===== config.mk =====
export PLATFORM = sky130hd
export DESIGN_NAME = demux_1to2_32bit
export DESIGN_NICKNAME = d
export VERILOG_FILES = /design/src/rtl/demux_1to2_32bit.sv
export SDC_FILE = /design/constraint.sdc
export NUM_CORES = 1
export LEC_CHECK = 0
export CORE_AREA = 2 2 80 97
export CTS_BUF_LIST = sky130_fd_sc_hd__clkbuf_4 sky130_fd_sc_hd__clkbuf_8 sky130_fd_sc_hd__clkbuf_16
export CTS_CLUSTER_DIAMETER = 30
export DETAILED_ROUTE_END_ITERATION = 12
export DIE_AREA = 0 0 82 99
export PLACE_DENSITY_LB_ADDON = 0.1
export SLEW_MARGIN = 40
export SYNTH_ARGS = -nofsm -noshare
export SYNTH_HDL_FRONTEND = slang
export SYNTH_SLANG_ARGS = --single-unit

===== constraint.sdc =====
create_clock -name clock -period 1.4 [get_ports clock]
set_input_delay 0.14 -clock clock [delete_from_list [all_inputs] [get_ports clock]]
set_output_delay 0.14 -clock clock [all_outputs]
set_load 0.01 [all_outputs]

===== src/rtl/demux_1to2_32bit.sv =====
// demux_1to2_32bit: registered 1:2 demux, one-entry valid/ready slot per output.
// Define DEMUX_BROADCAST_EN to add the broadcast port that writes both slots at once.
module demux_1to2_32bit #(
  parameter int WIDTH = 32
) (
  input  logic             clock,
  input  logic             reset,
  input  logic             in_valid,
  output logic             in_ready,
  input  logic             select,
  input  logic [WIDTH-1:0] data_in,
`ifdef DEMUX_BROADCAST_EN
  input  logic             broadcast,
`endif
  output logic             out0_valid,
  input  logic             out0_ready,
  output logic [WIDTH-1:0] out0_data,
  output logic             out1_valid,
  input  logic             out1_ready,
  output logic [WIDTH-1:0] out1_data
);
  typedef enum logic {EMPTY, FULL} state_t;
  state_t           state      [2];
  state_t           state_next [2];
  logic [WIDTH-1:0] data_q     [2];
  logic [1:0]       rdy, can_acc, load, valid;
  logic             bcast;
`ifdef DEMUX_BROADCAST_EN
  assign bcast = broadcast;
`else
  assign bcast = 1'b0;
`endif
  assign rdy = {out1_ready, out0_ready};
  always_ff @(posedge clock) begin
    for (int i = 0; i < 2; i++) begin
      state[i]  <= reset ? EMPTY : state_next[i];
      data_q[i] <= reset ? '0 : load[i] ? data_in : data_q[i];
    end
  end
  // A full slot can refill in the same cycle its consumer drains it.
  always_comb begin
    for (int i = 0; i < 2; i++) can_acc[i] = state[i] == EMPTY || rdy[i];
    in_ready = bcast ? &can_acc : can_acc[select];
    for (int i = 0; i < 2; i++) begin
      load[i]       = in_valid && in_ready && (bcast || select == 1'(i));
      state_next[i] = load[i] ? FULL : (state[i] == FULL && rdy[i]) ? EMPTY : state[i];
    end
  end
  always_comb begin
    for (int i = 0; i < 2; i++) valid[i] = state[i] == FULL;
  end
  assign out0_valid = valid[0];
  assign out1_valid = valid[1];
  assign out0_data  = data_q[0];
  assign out1_data  = data_q[1];
endmodule


==> impl_results.md, run 1 <==
- WP data required: 1.26 ns
- Final period util: 96.50%
- Synth Instances: 253
- Slew headroom: between 80% and 90%
- Synthesized flop and latch total: 66
- Clk Latency, worst-skew pair: roughly 0.33 ns
- Starting DRC count in detailed routing: 44
- H-tree depth: 3
- # fillers: 628
- First-pass GRT wire length: 9.259 mm
- Delay-heaviest family, CP: buffers and inverters
- Hold Buf Count CTS: 0
- M1 WL: 2.661 mm
- Max frequency: 0.7402 GHz
- Routed length on met3: 417 microns
- Initial antenna violation count: 0
- Mapped Avg Cell Area: between 10 and 15 sq um
- Net count after synthesis: 291
- RSZ-0062 raised after global routing: no
- Num ports: 105
- DR vias/cell: 4.421
- Critical path fanouts, max: 2
- Sequential area share after synthesis: approximately 48%
- Clock skew: 0.005119 ns
- Non-Filler Instances: 454
- Final net count: 397
- Leading cell types in the layout, fill and taps excluded: nand2b_1 (96), clkdlybuf4s50_1 (65), mux2i_1 (64), dfxtp_1 (64), dlymetal6s2s_1 (35)
- Routed len/inst: 12.81 microns
- Setup crit end kind: primary output
- Clock buffer depth: 2
- Root Buffer: clkbuf_8
- R2R setup slack: 0.22 ns
- TritonCTS clock tree: yes
- Stages on the worst setup path: 1
- GPL Wtd Cong: 0.7059
- Leak: 2.249 nW
- Chip Width: ~80 microns
- Hold Path Class: in -> reg
- GR Util All Layers: 14.94%
- Minimum clock period: roughly 1.4 ns
- Layout cells sized above 1: 9.341%
- Worst EP arrival: 1.21 ns
- Area Overhead vs Synth: 49.93%
- Peak supply drop: between 0.5 and 0.6 mV
- Worst hold stages: 3
- Utilization after layout: 58.19%
- Worst-path clk slew: 0.07 ns
- Slowest cell on crit path: clkdlybuf4s50_1
- Starting density of the core: 38.81%
- Die area: 0.008118 sq mm
- Total global routing overflow: 0
- Total of max-cap violations: 0
- Placed cell count: ~440
- Met2 Wirelength: between 2 and 3 mm
- Top sig layer: met4
- Die H: 99 microns
- Worst path cell trace: clkdlybuf4s50_1
- CP peak stage delay: 0.54 ns
- Netlist cell types: 15
- Number of cell rows: 34
- Setup crit start kind: register
- Final hold violations: 0
- YS warnings: 0
- Drt pass-1 iters: 4
- Drt drc: 0
- Vias in the first global route: 2,015
- Actual slew at the worst max-slew pin: 0.2980 ns
- Critical path class: reg -> out
- CTS buffer count: 9
- Dpl hpwl: 3.833 mm
- Via Count: 2,007
- Final antenna-violating net count: 0
- Final wirelength: 5.815 mm
- Pwr Total: slightly above 0.004 W
- Synthesized area: 0.002774 sq mm
- CORE AREA: 0.007147 sq mm
- R2R cell count: 4
- Fin. max-slew vios: 0
- Final setup viols: 0
- Commonest non-fill, non-tap cell in the layout: nand2b_1
- PortBufs: 104
- Pwr dens: 985.9 mW/mm^2
- Largest net degree at the start of global routing: 99
- Buf+Inv Stages, Crit Path: 1
- ANT cells: 0
- Status: finished clean
- Num Clock Sinks: between 60 and 70
==> Yosys cell counts <==
cell | n | area share, %
nand3b_1 | 1 | 0.27
and3_4 | 1 | 0.41
buf_4 | 3 | 0.81
nand3_1 | 1 | 0.18
buf_12 | 1 | 0.72
mux2i_1 | 64 | 23
buf_6 | 4 | 1.6
nand2b_4 | 2 | 0.99
mux2_2 | 1 | 0.41
buf_2 | 1 | 0.18
nand2b_1 | 96 | 22
clkbuf_1 | 9 | 1.2
and3b_4 | 1 | 0.45
dfxtp_1 | 66 | 48
a21oi_1 | 2 | 0.36
==> registers in the layout, indices dropped and copies added, names as in the netlist <==
name / count
state: 2
data_q: 64
==> where the power goes <==
part	switching (W)	internal, W	leakage [nW]
combinational	0.000249	0.000400	1.61
clock	0.000679	0.000743	0.0974
sequential	0.0000513	0.00198	0.541
==> timing repair <==
action                                  4_1_cts  5_1_grt
endpoints found under the setup margin        4       36
resized for setup                             7       36
setup buffers                                 0        1
==> final cells by class <==
cell class,instances,area (sq um),share of cell area [%]
clock buffer,13,160.2,3.851
timing repair buffer,113,1221,29.36
sequential,66,1324,31.83
multi-input combinational,169,1326,31.89
tap,90,112.6,2.708
clock inverter,3,15.01,0.3610
==> cells by family (layout without fill, tap and decap cells) <==
logic type	after synthesis	in the layout	synth area share, %
AOI/OAI and AO/OA	2	2	0.3609
buffers and inverters	18	129	4.555
DFF	66	66	47.63
muxes	65	65	23.50
and+or+nand+nor	102	102	23.95
==> per-layer routing <==
metal  track usage, %  vias up
li1                 -     1032
met1            18.77      901
met2            22.01       64
met3            4.853       10
met4            8.846        0
met5                0        -
==> path summary, 6_finish.rpt <==
check | start | to
max reg2reg | state[0][1]$_SDFF_PP0_ | data_q[0][61]$_SDFFE_PP0P_
max | data_q[0][52]$_SDFFE_PP0P_ | out1_data[20]
min | reset | state[0][1]$_SDFF_PP0_
min reg2reg | data_q[0][58]$_SDFFE_PP0P_ | data_q[0][58]$_SDFFE_PP0P_
==> metrics by stage <==
step                      hold WS (ns)  worst slack [ns]  cell area [sq um]  TNS, ns
after floorplan                 0.3156            0.2467               2774        0
final                           0.2844           0.04895               4159        0
after global routing            0.3009         0.0008817               4159        0
after detailed placement        0.4635           -0.1621               3894   -3.626
after global placement          0.4584           -0.1660               3894   -2.746
after CTS                       0.2888          0.002546               4070        0
(Power assumes the default switching activity.)
==> inputs of run 2 (changes only) <==
==> constraint.sdc (replaced) <==
create_clock -name clock -period 1.4 [get_ports clock]
set_input_delay 0.28 -clock clock [delete_from_list [all_inputs] [get_ports clock]]
set_output_delay 0.28 -clock clock [all_outputs]
set_load 0.01 [all_outputs]
==> run 2 against run 1 <==
Effect of this change:
- the run now ends with negative setup slack left
- first-iteration DRC count is 93% higher
- sequential power hardly changed
- design area is 1.7% lower
- via count is 3.0% higher
- critical path type unchanged
==> impl_results.md, run 2 (synthesis results as in run 1) <==
- WP data required: 1.12 ns
- Pwr Total: 0.004247 W
- Root Buffer: clkbuf_8
- Critical path fanouts, max: 3
- Total global routing overflow: 0
- Met1 Resource Use GR: 18.06%
- Final wirelength: just under 6 mm
- Commonest non-fill, non-tap cell in the layout: nand2b_1
- Total of max-cap violations: 0
- Vias in the first global route: 2,117
- Max frequency: 0.7100 GHz
- Initial antenna violation count: 0
- Leak: 1.976 nW
- Clock buffer depth: 2
- Met2 Use GR: 25.95%
- Via Count: 2,067
- Peak supply drop: 0.4744 mV
- Dpl hpwl: 4.089 mm
- Starting density of the core: 38.81%
- Slew headroom: 79.67%
- # fillers: 675
- Final period util: 100.6%
- Critical path class: reg -> out
- Setup crit end kind: primary output
- Largest net degree at the start of global routing: a little under 100
- Reg with most FFs: data_q
- Final hold violations: 0
- RSZ-0062 raised after global routing: yes
- Final net count: roughly 400
- Fin area: 0.004089 sq mm
- Number of cell rows: 34
- First-pass GRT wire length: between 9 and 10 mm
- Leading cell types in the layout, fill and taps excluded: nand2b_1 (96), dlygate4sd2_1 (69), mux2i_1 (64), dfxtp_1 (64), clkdlybuf4s50_1 (33)
- H-tree depth: 3
- Minimum clock period: 1.409 ns
- PortBufs: 104
- Status: complete, but fails checks
- Top Registers: data_q x64, state x2
- TritonCTS clock tree: yes
- Starting DRC count in detailed routing: between 80 and 90
- ANT cells: 0
- DR vias/cell: between 4 and 5
- CTS buffer count: 9
- Die H: just under 100 microns
- Drt drc: 0
- Num Clock Sinks: 66
- Clock skew: between 0.01 and 0.015 ns
- Pwr dens: a little over 1000 mW/mm^2
- Layout cells sized above 1: 10.33%
- Global routing's busiest layer: met2
- Fin worst setup slack: -0.008526 ns
- Worst EP arrival: 1.13 ns
- Fin. max-slew vios: 0
- Met3 usage: 4.945%
- CORE AREA: around 0.0071 sq mm
- GPL Wtd Cong: between 0.6 and 0.7
- Drt pass-1 iters: 4
- Dpl ws: -0.4532 ns
- Actual slew at the worst max-slew pin: 0.3049 ns
- Final antenna-violating net count: 0
- Max reg flops: 64
- Chip Width: 82 microns
- Routed len/inst: 12.97 microns
- Worst-path clk slew: 0.07 ns
- DP Area: 0.003964 sq mm
- Final setup viols: 1
- Clk Latency, worst-skew pair: around 0.33 ns
- Area Overhead vs Synth: 47.41%
- GR Util All Layers: around 16%
- Num ports: 105
- Hold Path Class: in -> reg
- Setup crit start kind: register
- Die area: just over 0.008 sq mm
- Failing checks: negative setup slack
[run 2: changes by cell type in the layout (fill, tap and decap cells not counted)]
cell,change
dlygate4sd2_1,+67
dlymetal6s2s_1,-35
clkdlybuf4s50_1,-32
buf_4,+4
clkinv_2,-3
buf_12,+2
clkbuf_4,-2
buf_2,-1
buf_6,+1
bufinv_16,+1
clkbuf_8,+1
clkinvlp_4,+1
mux2_2,-1
mux2_4,+1
[run 2: power by group]
group	total [W]	leakage, nW	switching [W]	internal [W]
Combinational	0.000621	1.34	0.000255	0.000366
Clock	0.00160	0.0980	0.000677	0.000921
Sequential	0.00203	0.541	0.0000498	0.00198
[run 2: stage by stage]
| step | std cells | hold slack, ns | TNS (ns) | utilization [%] |
|---|---|---|---|---|
| floorplan | 253 | 0.4556 | 0 | - |
| global placement | 443 | 0.4586 | -7.436 | 55.46 |
| detailed placement | 443 | 0.4639 | -8.363 | 55.46 |
| CTS | 457 | 0.3625 | -0.03600 | 57.11 |
| global route | 458 | 0.3571 | -0.05294 | 57.21 |
| finish | 458 | 0.3730 | -0.008526 | 57.21 |
[run 2: critical path, cell delays in order (launching register included)]
cell and delay [ns]:
dfxtp_2 0.35, nand2b_4 0.07, mux2_4 0.26, buf_6 0.12
[run 2: worst paths after layout]
| check | startpoint | to | slack, ns | cells past startpoint |
|---|---|---|---|---|
| min | out1_ready | state[0][1]$_SDFF_PP0_ | 0.37 | 3 |
| max | state[0][1]$_SDFF_PP0_ | in_ready | -0.009 | 3 |
| min reg2reg | data_q[0][49]$_SDFFE_PP0P_ | data_q[0][49]$_SDFFE_PP0P_ | 0.47 | 2 |
| max reg2reg | state[0][1]$_SDFF_PP0_ | data_q[0][42]$_SDFFE_PP0P_ | 0.23 | 5 |
[run 2: per-layer routing]
metal	vias up	share of wire, %
met5	-	0
met4	0	1.6
met3	6	5.9
met2	62	49
met1	954	43
li1	1045	-
[run 2: layout make-up]
type	count	area, sq um	area share (%)
flip-flops and latches	66	1324	32.37
well taps	90	112.6	2.754
multi-input cells	169	1330	32.53
clock inverters	2	37.54	0.9180
clock buffers	12	158.9	3.886
repair buffers	119	1126	27.54
[run 2: timing repair]
item	4_1_cts	5_1_grt
hold buffers	0	0
resized for setup	77	0
setup endpoints to repair	67	1
buffers inserted	0	1
pin swaps	0	0
==> inputs of run 3 (changes only) <==
==> constraint.sdc (replaced) <==
create_clock -name clock -period 1.4 [get_ports clock]
set_input_delay 0.42 -clock clock [delete_from_list [all_inputs] [get_ports clock]]
set_output_delay 0.42 -clock clock [all_outputs]
set_load 0.01 [all_outputs]
==> run 3 against run 2 <==
Effect of this change:
- the flow still finishes with violations (negative setup slack)
- clock power is 4% lower
- sequential power hardly changed
- via count is 0.97% lower
- worst setup slack worse by 0.14 ns
==> impl_results.md, run 3 (synthesis results as in run 1) <==
- Routed len/inst: 12.82 microns
- Via Count: 2,047
- Chip Width: 82 microns
- Worst EP arrival: 1.13 ns
- RSZ-0062 raised after global routing: yes
- Failing checks: negative setup slack
- Critical path fanouts, max: 2
- CORE AREA: about 0.0071 sq mm
- Vias in the first global route: 2,031
- Clock buffer depth: 2
- Hold Path Class: reg -> reg
- Drt pass-1 iters: 4
- Total of max-cap violations: 0
- Max frequency: 0.6445 GHz
- Num ports: ~110
- Commonest non-fill, non-tap cell in the layout: nand2b_1
- Reg with most FFs: data_q
- Minimum clock period: 1.552 ns
- Max reg flops: 64
- Worst-path clk slew: approximately 0.07 ns
- Slowest cell on crit path: dfxtp_2
- GPL Wtd Cong: 0.6608
- CP peak stage delay: between 0.3 and 0.4 ns
- Peak supply drop: 0.6580 mV
- Critical path class: reg -> out
- # fillers: 671
- Number of cell rows: 34
- Actual slew at the worst max-slew pin: approximately 0.24 ns
- Final period util: 110.8%
- Die H: a little under 100 microns
- Area occupied by multi-input gates: roughly 0.0013 sq mm
- Slew headroom: 83.75%
- DP Area: 0.003989 sq mm
- ANT cells: 0
- Area Overhead vs Synth: 47.99%
- Drt drc: 0
- DR vias/cell: approximately 4.5
- Final antenna-violating net count: 0
- H-tree depth: 3
- Worst path cell trace: nand2b_4 -> mux2_4 -> buf_6
- Initial antenna violation count: 0
- Leak: 1.811 nW
- Top Registers: data_q x64, state x2
- R2R setup slack: 0.24 ns
- First-pass GRT wire length: 9.666 mm
- Layout cells sized above 1: between 10% and 20%
- Starting DRC count in detailed routing: 54
- Starting density of the core: 38.81%
- Final hold violations: 0
- WP data required: 0.98 ns
- Total global routing overflow: 0
- Fin area: 0.004105 sq mm
- Clock skew: 0.008665 ns
- Status: complete, but fails checks
- Root Buffer: clkbuf_8
- Sequential Area: 0.001324 sq mm
- Hold Buf Count CTS: 0
- Fin worst setup slack: -0.1517 ns
- Final setup TNS: -0.1730 ns
- Largest net degree at the start of global routing: 64
- Setup crit end kind: primary output
- Clk Latency, worst-skew pair: 0.33 ns
- Dpl hpwl: 4.125 mm
- TritonCTS clock tree: yes
- Num Clock Sinks: 66
- PortBufs: approximately 100
- Final net count: 403
- Final wirelength: 5.898 mm
- Final setup viols: 2
- GR Util All Layers: 15.61%
- Die area: 0.008118 sq mm
- Fin. max-slew vios: 0
- Pwr dens: 1022 mW/mm^2
- CTS buffer count: 9
- Setup crit start kind: register
- Leading cell types in the layout, fill and taps excluded: nand2b_1 (96), mux2i_1 (64), dfxtp_1 (64)
## run 3: changes by cell type in the layout (fill, tap and decap cells not counted)
cell,before,now
buf_12,5,7
buf_2,1,2
buf_4,10,7
buf_6,1,3
clkbuf_2,0,15
clkbuf_8,11,9
clkdlybuf4s15_1,0,42
clkinv_2,0,4
dlygate4sd2_1,69,10
## run 3: power by group
part | internal, W | switching [W] | total, W
clock network | 0.000830 | 0.000696 | 0.00153
registers | 0.00198 | 0.0000536 | 0.00203
logic | 0.000383 | 0.000257 | 0.000640
total | 0.00319 | 0.00101 | 0.00420
## run 3: path summary, 6_finish.rpt
path                                   start  cells after the start                         end
hold / removal    data_q[0][51]$_SDFFE_PP0P_                      2  data_q[0][51]$_SDFFE_PP0P_
setup reg to reg      state[0][0]$_SDFF_PP0_                      5  data_q[0][22]$_SDFFE_PP0P_
hold reg to reg   data_q[0][51]$_SDFFE_PP0P_                      2  data_q[0][51]$_SDFFE_PP0P_
setup / recovery      state[0][0]$_SDFF_PP0_                      3                    in_ready
## run 3: what timing repair did
action	in CTS	in global routing
gates resized for setup	88	69
buffers inserted	1	1
pin swaps	0	0
endpoints found under the setup margin	71	56
## run 3: critical path, delay by kind of cell, from the launching register on
family / cells / cell delay, ns
buffers and inverters: 1 / 0.12
flip-flops: 1 / 0.36
multiplexers: 1 / 0.27
AND/OR/NAND/NOR: 1 / 0.05
## run 3: layer usage
| layer | routed length [microns] | track usage [%] |
|---|---|---|
| met1 | 2592 | 19.24 |
| met2 | 2798 | 24.52 |
| met3 | 425 | 5.678 |
| met4 | 82 | 6.154 |
| met5 | 0 | 0 |
## run 3: cell type report
cell class                      instances  share of cell area (%)
Multi-Input combinational cell        169                   32.40
Sequential cell                        66                   32.25
Timing Repair Buffer                  119                   28.01
Clock buffer                           10                   3.200
Tap cell                               90                   2.743
Clock inverter                          6                   1.402
## run 3: metrics by stage
| step | std cells | worst slack [ns] | utilization, % | power (W) | hold slack (ns) |
|---|---|---|---|---|---|
| 2_1_floorplan | 253 | 0.1457 | - | 0.002392 | 0.4926 |
| 3_3_place_gp | 443 | -0.7265 | 55.81 | 0.002774 | 0.4593 |
| 3_5_place_dp | 443 | -0.7621 | 55.81 | 0.002781 | 0.4640 |
| 4_1_cts | 459 | -0.1811 | 57.44 | 0.004252 | 0.4726 |
| 5_1_grt | 460 | -0.2081 | 57.44 | 0.004425 | 0.4914 |
| 6_report | 460 | -0.1517 | 57.44 | 0.004197 | 0.4717 |
